==> config.mk <==
export PLATFORM = sky130hd
export DESIGN_NAME = key_event_ctrl_flat
export DESIGN_NICKNAME = d
export VERILOG_FILES = /design/src/rtl/key_event_ctrl_pkg.sv /design/src/rtl/key_event_ctrl_if.sv /design/src/rtl/key_event_ctrl_chan.sv /design/src/rtl/key_event_ctrl.sv /design/src/flat_wrapper.sv
export SDC_FILE = /design/constraint.sdc
export NUM_CORES = 1
export LEC_CHECK = 0
export ABC_AREA = 1
export CORE_AREA = 2 2 172 157
export CTS_CLUSTER_DIAMETER = 100
export CTS_CLUSTER_SIZE = 16
export DETAILED_ROUTE_END_ITERATION = 10
export DIE_AREA = 0 0 174 159
export HOLD_SLACK_MARGIN = 0.08
export MAX_ROUTING_LAYER = met4
export PLACE_DENSITY = 0.73
export SYNTH_ARGS = -nofsm -noshare
export SYNTH_HDL_FRONTEND = slang
export SYNTH_SLANG_ARGS = --single-unit
==> constraint.sdc <==
create_clock -name clk -period 1.8 [get_ports clk]
set_clock_uncertainty 0.15 [all_clocks]
set_input_delay 0.27 -clock clk [delete_from_list [all_inputs] [get_ports clk]]
set_output_delay 0.27 -clock clk [all_outputs]
set_load 0.005 [all_outputs]
==> src/rtl/key_event_ctrl_pkg.sv <==
// Key event controller shared types and defaults.
// Channel state encoding plus debounce/long-press timing constants.
package key_event_ctrl_pkg;

  typedef enum logic [1:0] {
    IDLE      = 2'd0,
    PRESS_DEB = 2'd1,
    HELD      = 2'd2,
    REL_DEB   = 2'd3
  } chan_state_e;

  localparam int DEB_T_DEF  = 100000;
  localparam int LONG_T_DEF = 25000000;
  localparam int KEY_W_DEF  = 2;

  function automatic int idx_w(input int n);
    return (n > 1) ? $clog2(n) : 1;
  endfunction

endpackage

==> src/rtl/key_event_ctrl_if.sv <==
// Event queue handshake between the key controller and its consumer.
// Show-ahead head entry: valid/key/long with a ready back-pressure.
interface key_event_ctrl_if
  import key_event_ctrl_pkg::*;
#(
  parameter int KW = KEY_W_DEF
);
  logic          evt_valid;
  logic          evt_ready;
  logic [KW-1:0] evt_key;
  logic          evt_long;

  modport master (
    output evt_valid,
    output evt_key,
    output evt_long,
    input  evt_ready
  );

  modport slave (
    input  evt_valid,
    input  evt_key,
    input  evt_long,
    output evt_ready
  );
endinterface

==> src/rtl/key_event_ctrl_chan.sv <==
// Per-key debounce and hold-time channel.
// Completes one event per debounced press/release and holds it pending.
module key_chan
  import key_event_ctrl_pkg::*;
#(
  parameter int DEB_T  = DEB_T_DEF,
  parameter int LONG_T = LONG_T_DEF
) (
  input  logic clk,
  input  logic rst_n,
  input  logic key_n_i,
  input  logic grant_i,
  output logic pend_o,
  output logic long_o,
  output logic lost_o
);

  localparam int DW = $clog2(DEB_T + 1);
  localparam int HW = $clog2(LONG_T + 1);
  localparam logic [DW-1:0] DEB_LAST = DW'(DEB_T - 1);
  localparam logic [HW-1:0] HOLD_MAX = HW'(LONG_T);

  chan_state_e   st_q;
  logic [DW-1:0] deb_q;
  logic [HW-1:0] hold_q;
  logic          pend_q;
  logic          long_q;
  logic          done;

  assign done   = (st_q == REL_DEB) && key_n_i && (deb_q == DEB_LAST);
  assign lost_o = done && pend_q;
  assign pend_o = pend_q;
  assign long_o = long_q;

  // debounce/hold state machine
  always_ff @(posedge clk or negedge rst_n) begin
    if (!rst_n) begin
      st_q   <= IDLE;
      deb_q  <= '0;
      hold_q <= '0;
    end else begin
      unique case (st_q)
        IDLE: begin
          if (!key_n_i) begin
            st_q  <= PRESS_DEB;
            deb_q <= '0;
          end
        end
        PRESS_DEB: begin
          if (key_n_i) begin
            st_q <= IDLE;
          end else if (deb_q == DEB_LAST) begin
            st_q   <= HELD;
            hold_q <= '0;
          end else begin
            deb_q <= deb_q + 1'b1;
          end
        end
        HELD: begin
          if (hold_q < HOLD_MAX) begin
            hold_q <= hold_q + 1'b1;
          end
          if (key_n_i) begin
            st_q  <= REL_DEB;
            deb_q <= '0;
          end
        end
        REL_DEB: begin
          if (!key_n_i) begin
            st_q <= HELD;
          end else if (deb_q == DEB_LAST) begin
            st_q <= IDLE;
          end else begin
            deb_q <= deb_q + 1'b1;
          end
        end
        default: st_q <= IDLE;
      endcase
    end
  end

  // pending slot: a completion while occupied is dropped (lost_o)
  always_ff @(posedge clk or negedge rst_n) begin
    if (!rst_n) begin
      pend_q <= 1'b0;
      long_q <= 1'b0;
    end else if (grant_i) begin
      pend_q <= 1'b0;
    end else if (done && !pend_q) begin
      pend_q <= 1'b1;
      long_q <= (hold_q >= HOLD_MAX);
    end
  end

endmodule

==> src/rtl/key_event_ctrl.sv <==
// Key event controller: per-key channels, round-robin arbiter, event FIFO.
// Sticky overflow flags any event dropped behind a still-pending one.
module key_event_ctrl
  import key_event_ctrl_pkg::*;
#(
  parameter int N_KEYS     = 4,
  parameter int DEB_T      = DEB_T_DEF,
  parameter int LONG_T     = LONG_T_DEF,
  parameter int FIFO_DEPTH = 4
) (
  input  logic              clk,
  input  logic              rst_n,
  input  logic [N_KEYS-1:0] key_n,
  key_event_ctrl_if.master  evt,
  output logic              overflow,
  input  logic              clear_ovf
);

  localparam int KW = idx_w(N_KEYS);
  localparam int PW = idx_w(FIFO_DEPTH);
  localparam int CW = $clog2(FIFO_DEPTH + 1);

  logic [N_KEYS-1:0] pend;
  logic [N_KEYS-1:0] long_v;
  logic [N_KEYS-1:0] lost;
  logic [N_KEYS-1:0] grant;

  logic [KW-1:0] rr_q;
  logic          hi_vld;
  logic [KW-1:0] hi_idx;
  logic          lo_vld;
  logic [KW-1:0] lo_idx;
  logic [KW-1:0] gnt_idx;
  logic          push;
  logic          pop;
  logic          valid_w;

  logic [FIFO_DEPTH-1:0][KW:0] mem_q;
  logic [PW-1:0] wr_q;
  logic [PW-1:0] rd_q;
  logic [CW-1:0] cnt_q;
  logic [CW-1:0] cnt_d;
  logic          ovf_q;

  for (genvar g = 0; g < N_KEYS; g++) begin : g_chan
    key_chan #(
      .DEB_T  (DEB_T),
      .LONG_T (LONG_T)
    ) u_chan (
      .clk     (clk),
      .rst_n   (rst_n),
      .key_n_i (key_n[g]),
      .grant_i (grant[g]),
      .pend_o  (pend[g]),
      .long_o  (long_v[g]),
      .lost_o  (lost[g])
    );
  end

  // round-robin pick: lowest pending above rr_q, else lowest overall
  always_comb begin
    hi_vld = 1'b0;
    hi_idx = '0;
    lo_vld = 1'b0;
    lo_idx = '0;
    for (int i = N_KEYS - 1; i >= 0; i--) begin
      if (pend[i]) begin
        if (i > int'(rr_q)) begin
          hi_vld = 1'b1;
          hi_idx = KW'(i);
        end
        lo_vld = 1'b1;
        lo_idx = KW'(i);
      end
    end
  end

  assign gnt_idx = hi_vld ? hi_idx : lo_idx;
  assign push    = lo_vld && (cnt_q != CW'(FIFO_DEPTH));
  assign valid_w = (cnt_q != '0);
  assign pop     = valid_w && evt.evt_ready;

  // one-hot grant back to the winning channel
  always_comb begin
    grant = '0;
    if (push) begin
      grant[gnt_idx] = 1'b1;
    end
  end

  // occupancy next-state
  always_comb begin
    cnt_d = cnt_q;
    unique case ({push, pop})
      2'b10:   cnt_d = cnt_q + 1'b1;
      2'b01:   cnt_d = cnt_q - 1'b1;
      default: cnt_d = cnt_q;
    endcase
  end

  // FIFO storage and pointers
  always_ff @(posedge clk or negedge rst_n) begin
    if (!rst_n) begin
      mem_q <= '0;
      wr_q  <= '0;
      rd_q  <= '0;
      cnt_q <= '0;
    end else begin
      if (push) begin
        mem_q[wr_q] <= {gnt_idx, long_v[gnt_idx]};
        wr_q        <= wr_q + 1'b1;
      end
      if (pop) begin
        rd_q <= rd_q + 1'b1;
      end
      cnt_q <= cnt_d;
    end
  end

  // last granted index for round-robin
  always_ff @(posedge clk or negedge rst_n) begin
    if (!rst_n) begin
      rr_q <= KW'(N_KEYS - 1);
    end else if (push) begin
      rr_q <= gnt_idx;
    end
  end

  // sticky overflow; a new loss wins over clear
  always_ff @(posedge clk or negedge rst_n) begin
    if (!rst_n) begin
      ovf_q <= 1'b0;
    end else if (|lost) begin
      ovf_q <= 1'b1;
    end else if (clear_ovf) begin
      ovf_q <= 1'b0;
    end
  end

  assign evt.evt_valid = valid_w;
  assign evt.evt_key   = mem_q[rd_q][KW:1];
  assign evt.evt_long  = mem_q[rd_q][0];
  assign overflow      = ovf_q;

endmodule

==> src/flat_wrapper.sv <==
// flat-port wrapper written by rule: the top's interface ports become plain ports
module key_event_ctrl_flat import key_event_ctrl_pkg::*;
#(
  parameter int N_KEYS     = 4,
  parameter int DEB_T      = DEB_T_DEF,
  parameter int LONG_T     = LONG_T_DEF,
  parameter int FIFO_DEPTH = 4
)
  (clk, rst_n, key_n, overflow, clear_ovf, evt_evt_valid, evt_evt_key, evt_evt_long, evt_evt_ready);
  key_event_ctrl_if evt_i ();
  input  logic clk;
  input  logic rst_n;
  input  logic [N_KEYS-1:0] key_n;
  output logic overflow;
  input  logic clear_ovf;
  output wire logic [$bits(evt_i.evt_valid)-1:0] evt_evt_valid;
  output wire logic [$bits(evt_i.evt_key)-1:0] evt_evt_key;
  output wire logic [$bits(evt_i.evt_long)-1:0] evt_evt_long;
  input wire logic [$bits(evt_i.evt_ready)-1:0] evt_evt_ready;
  assign evt_evt_valid = evt_i.evt_valid;
  assign evt_evt_key = evt_i.evt_key;
  assign evt_evt_long = evt_i.evt_long;
  assign evt_i.evt_ready = evt_evt_ready;
  key_event_ctrl #(.N_KEYS(N_KEYS), .DEB_T(DEB_T), .LONG_T(LONG_T), .FIFO_DEPTH(FIFO_DEPTH)) u_core (.clk(clk), .rst_n(rst_n), .key_n(key_n), .evt(evt_i), .overflow(overflow), .clear_ovf(clear_ovf));
endmodule
==> results of run 1 <==
## where the power goes
| group | internal (mW) | switching [mW] | total (mW) |
|---|---|---|---|
| clock network | 1.81 | 1.72 | 3.52 |
| logic | 1.12 | 1.32 | 2.44 |
| registers | 4.86 | 0.249 | 5.11 |
| total | 7.78 | 3.28 | 11.1 |
## final cells by class
type	count	area share, %
timing repair buffer	272	13.7
tap	348	2.39
clock buffer	28	2.62
inverter	197	4.13
multi-input combinational	1725	48.7
sequential	206	28.4
## Yosys cell counts (6+ instances only)
master and n:
a21oi_1 7, buf_2 24, buf_6 7, clkbuf_1 19, dfrtp_1 204, ha_1 17
inv_1 190, nand2_1 750, nand2_2 8, nand3_1 232, nand4_1 72, nand4_2 6
nor2_1 395, nor3_1 32, o21ai_0 77, o21ai_1 16, xnor2_1 30, xor2_1 39
## what timing repair did
action,4_1_cts,5_1_grt
endpoints found under the hold margin,206,0
hold buffers,1,0
gates resized for setup,82,243
cloned,7,11
setup buffers,13,37
setup endpoints to repair,71,190
pin swaps,16,86
## sequential cells by signal, indices dropped and copies added, names as in the netlist, named ones only
name                         flops
u_core.g_chan.u_chan.hold_q    100
u_core.mem_q                    12
u_core.g_chan.u_chan.long_o      4
u_core.rr_q                      2
u_core.g_chan.u_chan.pend_o      4
u_core.rd_q                      2
u_core.overflow                  1
u_core.g_chan.u_chan.deb_q      68
u_core.g_chan.u_chan.st_q        4
u_core.wr_q                      2
u_core.cnt_q                     3
## cells by family (layout without fill, tap and decap cells)
group / after synthesis / count (layout) / share of synthesized area, %
simple gates: 1516 / 1521 / 45.4
flops: 206 / 206 / 36.7
fa+ha+maj: 18 / 18 / 1.66
buf+inv: 253 / 497 / 7.42
compound gates: 117 / 117 / 4.48
xor+xnor: 69 / 69 / 4.30
## through the flow
stage,cell area [sq um],total power [mW],utilization (%)
after floorplan,14100,6.06,-
final,18200,11.1,70.5
after CTS,17000,10.7,65.7
after detailed placement,16000,6.96,62.0
after global placement,16000,6.90,62.0
after global routing,18200,11.6,70.5
## metal layers
layer | up-vias | track usage, % | routed length (um)
met5 | - | - | 0
met4 | 0 | 6.34 | 1020
met3 | 83 | 3.08 | 1830
met2 | 390 | 43.3 | 18800
met1 | 7039 | 37.8 | 18500
li1 | 7415 | - | -
## worst max-delay path by stage
stage	start	to	slack, ns	depth (start not counted)
6_report	u_core.g_chan[0].u_chan.deb_q[0]$_DFFE_PN0P_	u_core.g_chan[0].u_chan.long_o$_DFFE_PN0P_	-0.1	13
5_1_grt	u_core.cnt_q[0]$_DFFE_PN0P_	u_core.cnt_q[2]$_DFFE_PN0P_	-0.17	10
4_1_cts	u_core.rd_q[0]$_DFFE_PN0P_	evt_evt_key[1]	-0.12	4
3_5_place_dp	evt_evt_ready	u_core.cnt_q[2]$_DFFE_PN0P_	-0.26	9
3_3_place_gp	evt_evt_ready	u_core.cnt_q[2]$_DFFE_PN0P_	-0.24	9
2_1_floorplan	u_core.g_chan[1].u_chan.pend_o$_DFFE_PN0P_	u_core.cnt_q[2]$_DFFE_PN0P_	-0.01	9
==> impl_metrics.toml, run 1 <==
[cts]
clkTransAtPathRegs_ns = 0.08
numCtsBuffers = 16
htreeDepth = 1
clock_sinks = 206
cts-root-buf = "clkbuf_16"
cts_buffer_depth = 3
worstSkewPairLatency_ns = 0.50
cts_tree = "yes"

[routing]
dr_total_vias = 14927
dr.pass1.iters = 5
drt_iter0_markers = 1294
antenna_left = 0
totalWireLength_um = 40100
via_per_inst = 5.38
drc_errors = 0
wl_per_cell_um = 14.4

[layout]
antenna_cells = 0
fillCellCount = 2189
area_growth_pct = 29.5
layout_commonest_cell = "nand2_1"
regArea_sq_um = 5170
fin_cells = 2776
multi_input_area_sq_um = 8860
drive_above_1_share_pct = 21.5
nets = 2444
final_cell_mix = "nand2_1, nor2_1, buf_4"

[status]
violations = "setup timing"
outcome = "finished, violations left"

[worst_hold_path]
hp-class = "primary input to async pin"

[logic_synthesis]
ys_top_cells_by_area = "dfrtp_1, nand2_1, nor2_1, nand3_1, inv_1"
synth-seq-cells = 206
syn-num-nets = 2205
synth_ff_type = "dfrtp_1"
synth_cell_types = 41
avgSynthCellArea_sq_um = 6.45
yosysWarnings = 0
synthArstFlopShare_pct = 100
synthCells = 2179
yosysTopAreaCellShare_pct = 36.3
synth_top_cell_by_area = "dfrtp_1"
synth_seq_area_share_pct = 36.7
syn_area_sq_um = 14000
synth_enable_flop_cells = 0

[timing]
rsz0062_at_grt = "yes"
max_freq_mhz = 527
setup_slack_ns = -0.0991
finalMaxSlewViolations = 0
slew_headroom_pct = 69.1
setup_viol = 39
finalHoldViolCount = 0
whs_ns = 0.152
fin_crit_ns = 1.90
worst_pin_slew_ns = 0.463
timing.setup.tns_ns = -1.67
period_share_pct = 106

[die]
floorplan.initialDensity_pct = 54.5
rows = 56
core-area_sq_um = 25800
io_pins = 13
die_h_um = 159
die-area_sq_um = 27700
die_x_um = 174

[global_route]
grt_max_degree = 54
gr-total-overflow = 0
grt_first_pass_wirelength_um = 62700
grtUsageTotal_pct = 27.3
antenna_found_initial = 0
grt_pass1_vias = 13283

[run]
cap_violations = 0

[setup_path]
crit_fanout = 2
crit_path_cell_trace = "ha_2 -> nand2_4 -> nor2_4 -> buf_4 -> buf_6 -> buf_6 -> inv_2 -> nor2_2 -> nand3_2 -> nor2_2 -> nand2_1 -> nand2_1 -> o21ai_1"
crit_path_end_kind = "register"
worstSetupPathType = "register to register"
worst_path_max_delay_cell = "dfrtp_1"
arrival_ns = 2.13
worstSetupStartpointType = "register"
r2r_cells = 13
r2r_slack_ns = -0.1
crit_buf_inv = 4
regToRegEndpoint = "u_core.g_chan[0].u_chan.long_o$_DFFE_PN0P_"
cpLargestDelayFamily = "simple AND/OR/NAND/NOR gates"
max_stage_delay_ns = 0.37
r2r-start = "u_core.g_chan[0].u_chan.deb_q[0]$_DFFE_PN0P_"
cp.required_ns = 2.03

[placement]
place_inst = 2682
gp_congestion = 0.942
numPortBuffers = 12
place_ws_ns = -0.258
dp_hpwl_um = 26600

[power]
ir_drop_v = 0.000575
pwr_density_cell_nw_per_um2 = 609
p_leak_nw = 8.32
Note: power is estimated with default switching activity, not from simulation.
==> run 2, diff against run 1 <==
Settings changed: CTS_BUF_LIST set to sky130_fd_sc_hd__clkbuf_4, SKIP_LAST_GASP set to 1.
==> run 2 against run 1 <==
Compared with the run above: routed wire length increased by 1.7%; the run still ends with setup timing left; largest power group unchanged; clock-buffer cell count decreased by 1; sequential power about the same.
==> impl_metrics.toml, run 2 (synthesis gave the netlist of run 1 again) <==
[global_route]
grt_max_degree = 54
grt_first_pass_wirelength_um = 62800
grtUsageTotal_pct = 27.3
gr-total-overflow = 0
grt_pass1_vias = 13312
antenna_found_initial = 1

[layout]
nets = 2469
largest_register = "u_core.g_chan.u_chan.hold_q"
reg.largest.list = "u_core.g_chan.u_chan.hold_q x100, u_core.g_chan.u_chan.deb_q x68, u_core.mem_q x12"
fillCellCount = 2179
area_growth_pct = 30.8
largest_reg_flops = 100
drive_above_1_share_pct = 24.3
layout_commonest_cell = "nand2_1"
fin_util_pct = 71.3
final_cell_mix = "nand2_1, nor2_1, buf_4"

[power]
finalPower_mw = 9.88
p_leak_nw = 8.54
ir_drop_v = 0.000439
pwr_density_cell_nw_per_um2 = 538

[cts]
clock_sinks = 206
worstSkewPairLatency_ns = 0.69
htreeDepth = 1
numCtsBuffers = 16
cts_tree = "yes"
cts-root-buf = "clkbuf_4"
cts_buffer_depth = 3
clkTransAtPathRegs_ns = 0.17

[setup_path]
worst_path_max_delay_cell = "dfrtp_1"
r2r_cells = 9
crit_fanout = 7
cp.required_ns = 1.38
worstSetupPathType = "register to primary output"
regToRegEndpoint = "u_core.g_chan[0].u_chan.hold_q[5]$_DFFE_PN0P_"
r2r-start = "u_core.g_chan[0].u_chan.deb_q[14]$_DFFE_PN0P_"
r2r_slack_ns = -0.15
crit_path_cell_trace = "inv_2 -> buf_6 -> nor2_2 -> o22ai_2 -> buf_2"
crit_path_end_kind = "primary output"
max_stage_delay_ns = 0.47
arrival_ns = 1.68
worstSetupStartpointType = "register"

[die]
die-area_sq_um = 27700
io_pins = 13
core-area_sq_um = 25800
floorplan.initialDensity_pct = 54.5
rows = 56
die_x_um = 174
die_h_um = 159

[placement]
numPortBuffers = 12
gp_congestion = 0.942
dp_hpwl_um = 26600

[timing]
max_freq_mhz = 476
fin_crit_ns = 2.10
slew_headroom_pct = 69.0
setup_slack_ns = -0.303
finalMaxSlewViolations = 0
rsz0062_at_grt = "yes"
timing.setup.tns_ns = -4.42
worst_pin_slew_ns = 0.465
period_share_pct = 117
finalHoldViolCount = 0
setup_viol = 51

[status]
violations = "setup timing"
outcome = "finished, violations left"

[worst_hold_path]
hold_start = "key_n[3]"
hp-class = "primary input to register"
whs_path_depth = 2

[routing]
dr_total_vias = 15078
dr.pass1.iters = 5
via_per_inst = 5.38
totalWireLength_um = 40700
wl_per_cell_um = 14.5
drt_iter0_markers = 1411
antenna_left = 0
drc_errors = 0

[run]
cap_violations = 0
run 2: cell types whose count changed in the layout (fill, tap and decap cells not counted), moves of 13 or more:
cell       previous run  this run
nand2_1             702       645
nand2_2              43        84
nand3_2              58        22
nand3_1             172       206
clkbuf_4              1        27
clkbuf_16            22         8
nand2_4              10        24
buf_4               207       220
run 2: critical path: cells and delay by family (launching register included):
kind / cells / cell delay, ns
AOI/OAI and AO/OA: 1 / 0.14
buffers and inverters: 3 / 0.40
DFF: 1 / 0.47
and+or+nand+nor: 1 / 0.03
run 2: layer usage:
metal | up-vias | global-route usage, % | part of all wire (%)
met3 | 59 | 3.10 | 4.9
met5 | - | - | 0
li1 | 7470 | - | -
met2 | 428 | 43.2 | 47
met4 | 0 | 5.84 | 2.0
met1 | 7121 | 38.0 | 46
run 2: per-stage QoR:
stage / instances / area [sq um] / setup slack [ns] / hold slack [ns]
after floorplan: 2179 / 14100 / -0.0147 / -0.176
after global routing: 2802 / 18400 / -0.390 / 0.148
after global placement: 2682 / 16000 / -0.244 / 0.0754
after detailed placement: 2682 / 16000 / -0.258 / 0.0761
final: 2802 / 18400 / -0.303 / 0.139
after CTS: 2735 / 16700 / -0.326 / 0.105
run 2: layout make-up:
type,instances,area (sq um),share of cell area [%]
Inverter,197,757,4.12
Timing Repair Buffer,295,2790,15.2
Sequential cell,206,5170,28.2
Multi-Input combinational cell,1727,9020,49.1
Clock buffer,27,203,1.10
Tap cell,348,435,2.37
Clock inverter,1,3.75,0.0204
Antenna cell,1,2.50,0.0136
run 2: what timing repair did:
action / 4_1_cts / 5_1_grt
endpoints found under the hold margin: 206 / 0
buffers inserted: 17 / 55
resized for setup: 97 / 320
hold buffers: 2 / 0
pin swaps: 28 / 82
gates cloned: 6 / 16
endpoints found under the setup margin: 93 / 197
run 2: worst max path at each step:
stage               cells after the start  slack, ns                           to                                       start
floorplan                               9      -0.01  u_core.cnt_q[2]$_DFFE_PN0P_  u_core.g_chan[1].u_chan.pend_o$_DFFE_PN0P_
global placement                        9      -0.24  u_core.cnt_q[2]$_DFFE_PN0P_                               evt_evt_ready
global route                            5      -0.39               evt_evt_key[0]                  u_core.rd_q[0]$_DFFE_PN0P_
finish                                  5      -0.30               evt_evt_key[0]                  u_core.rd_q[0]$_DFFE_PN0P_
CTS                                     4      -0.33               evt_evt_key[1]                  u_core.rd_q[0]$_DFFE_PN0P_
detailed placement                      9      -0.26  u_core.cnt_q[2]$_DFFE_PN0P_                               evt_evt_ready
run 2: power breakdown:
part	internal (mW)	switching [mW]
logic	1.20	1.37
registers	4.85	0.222
clock network	0.675	1.56
total	6.73	3.15
==> run 3, diff against run 2 <==
Settings changed: CAP_MARGIN set to 20.
==> results of run 3 <==
The final DEF is identical to that of run 2; final timing and power are the same.
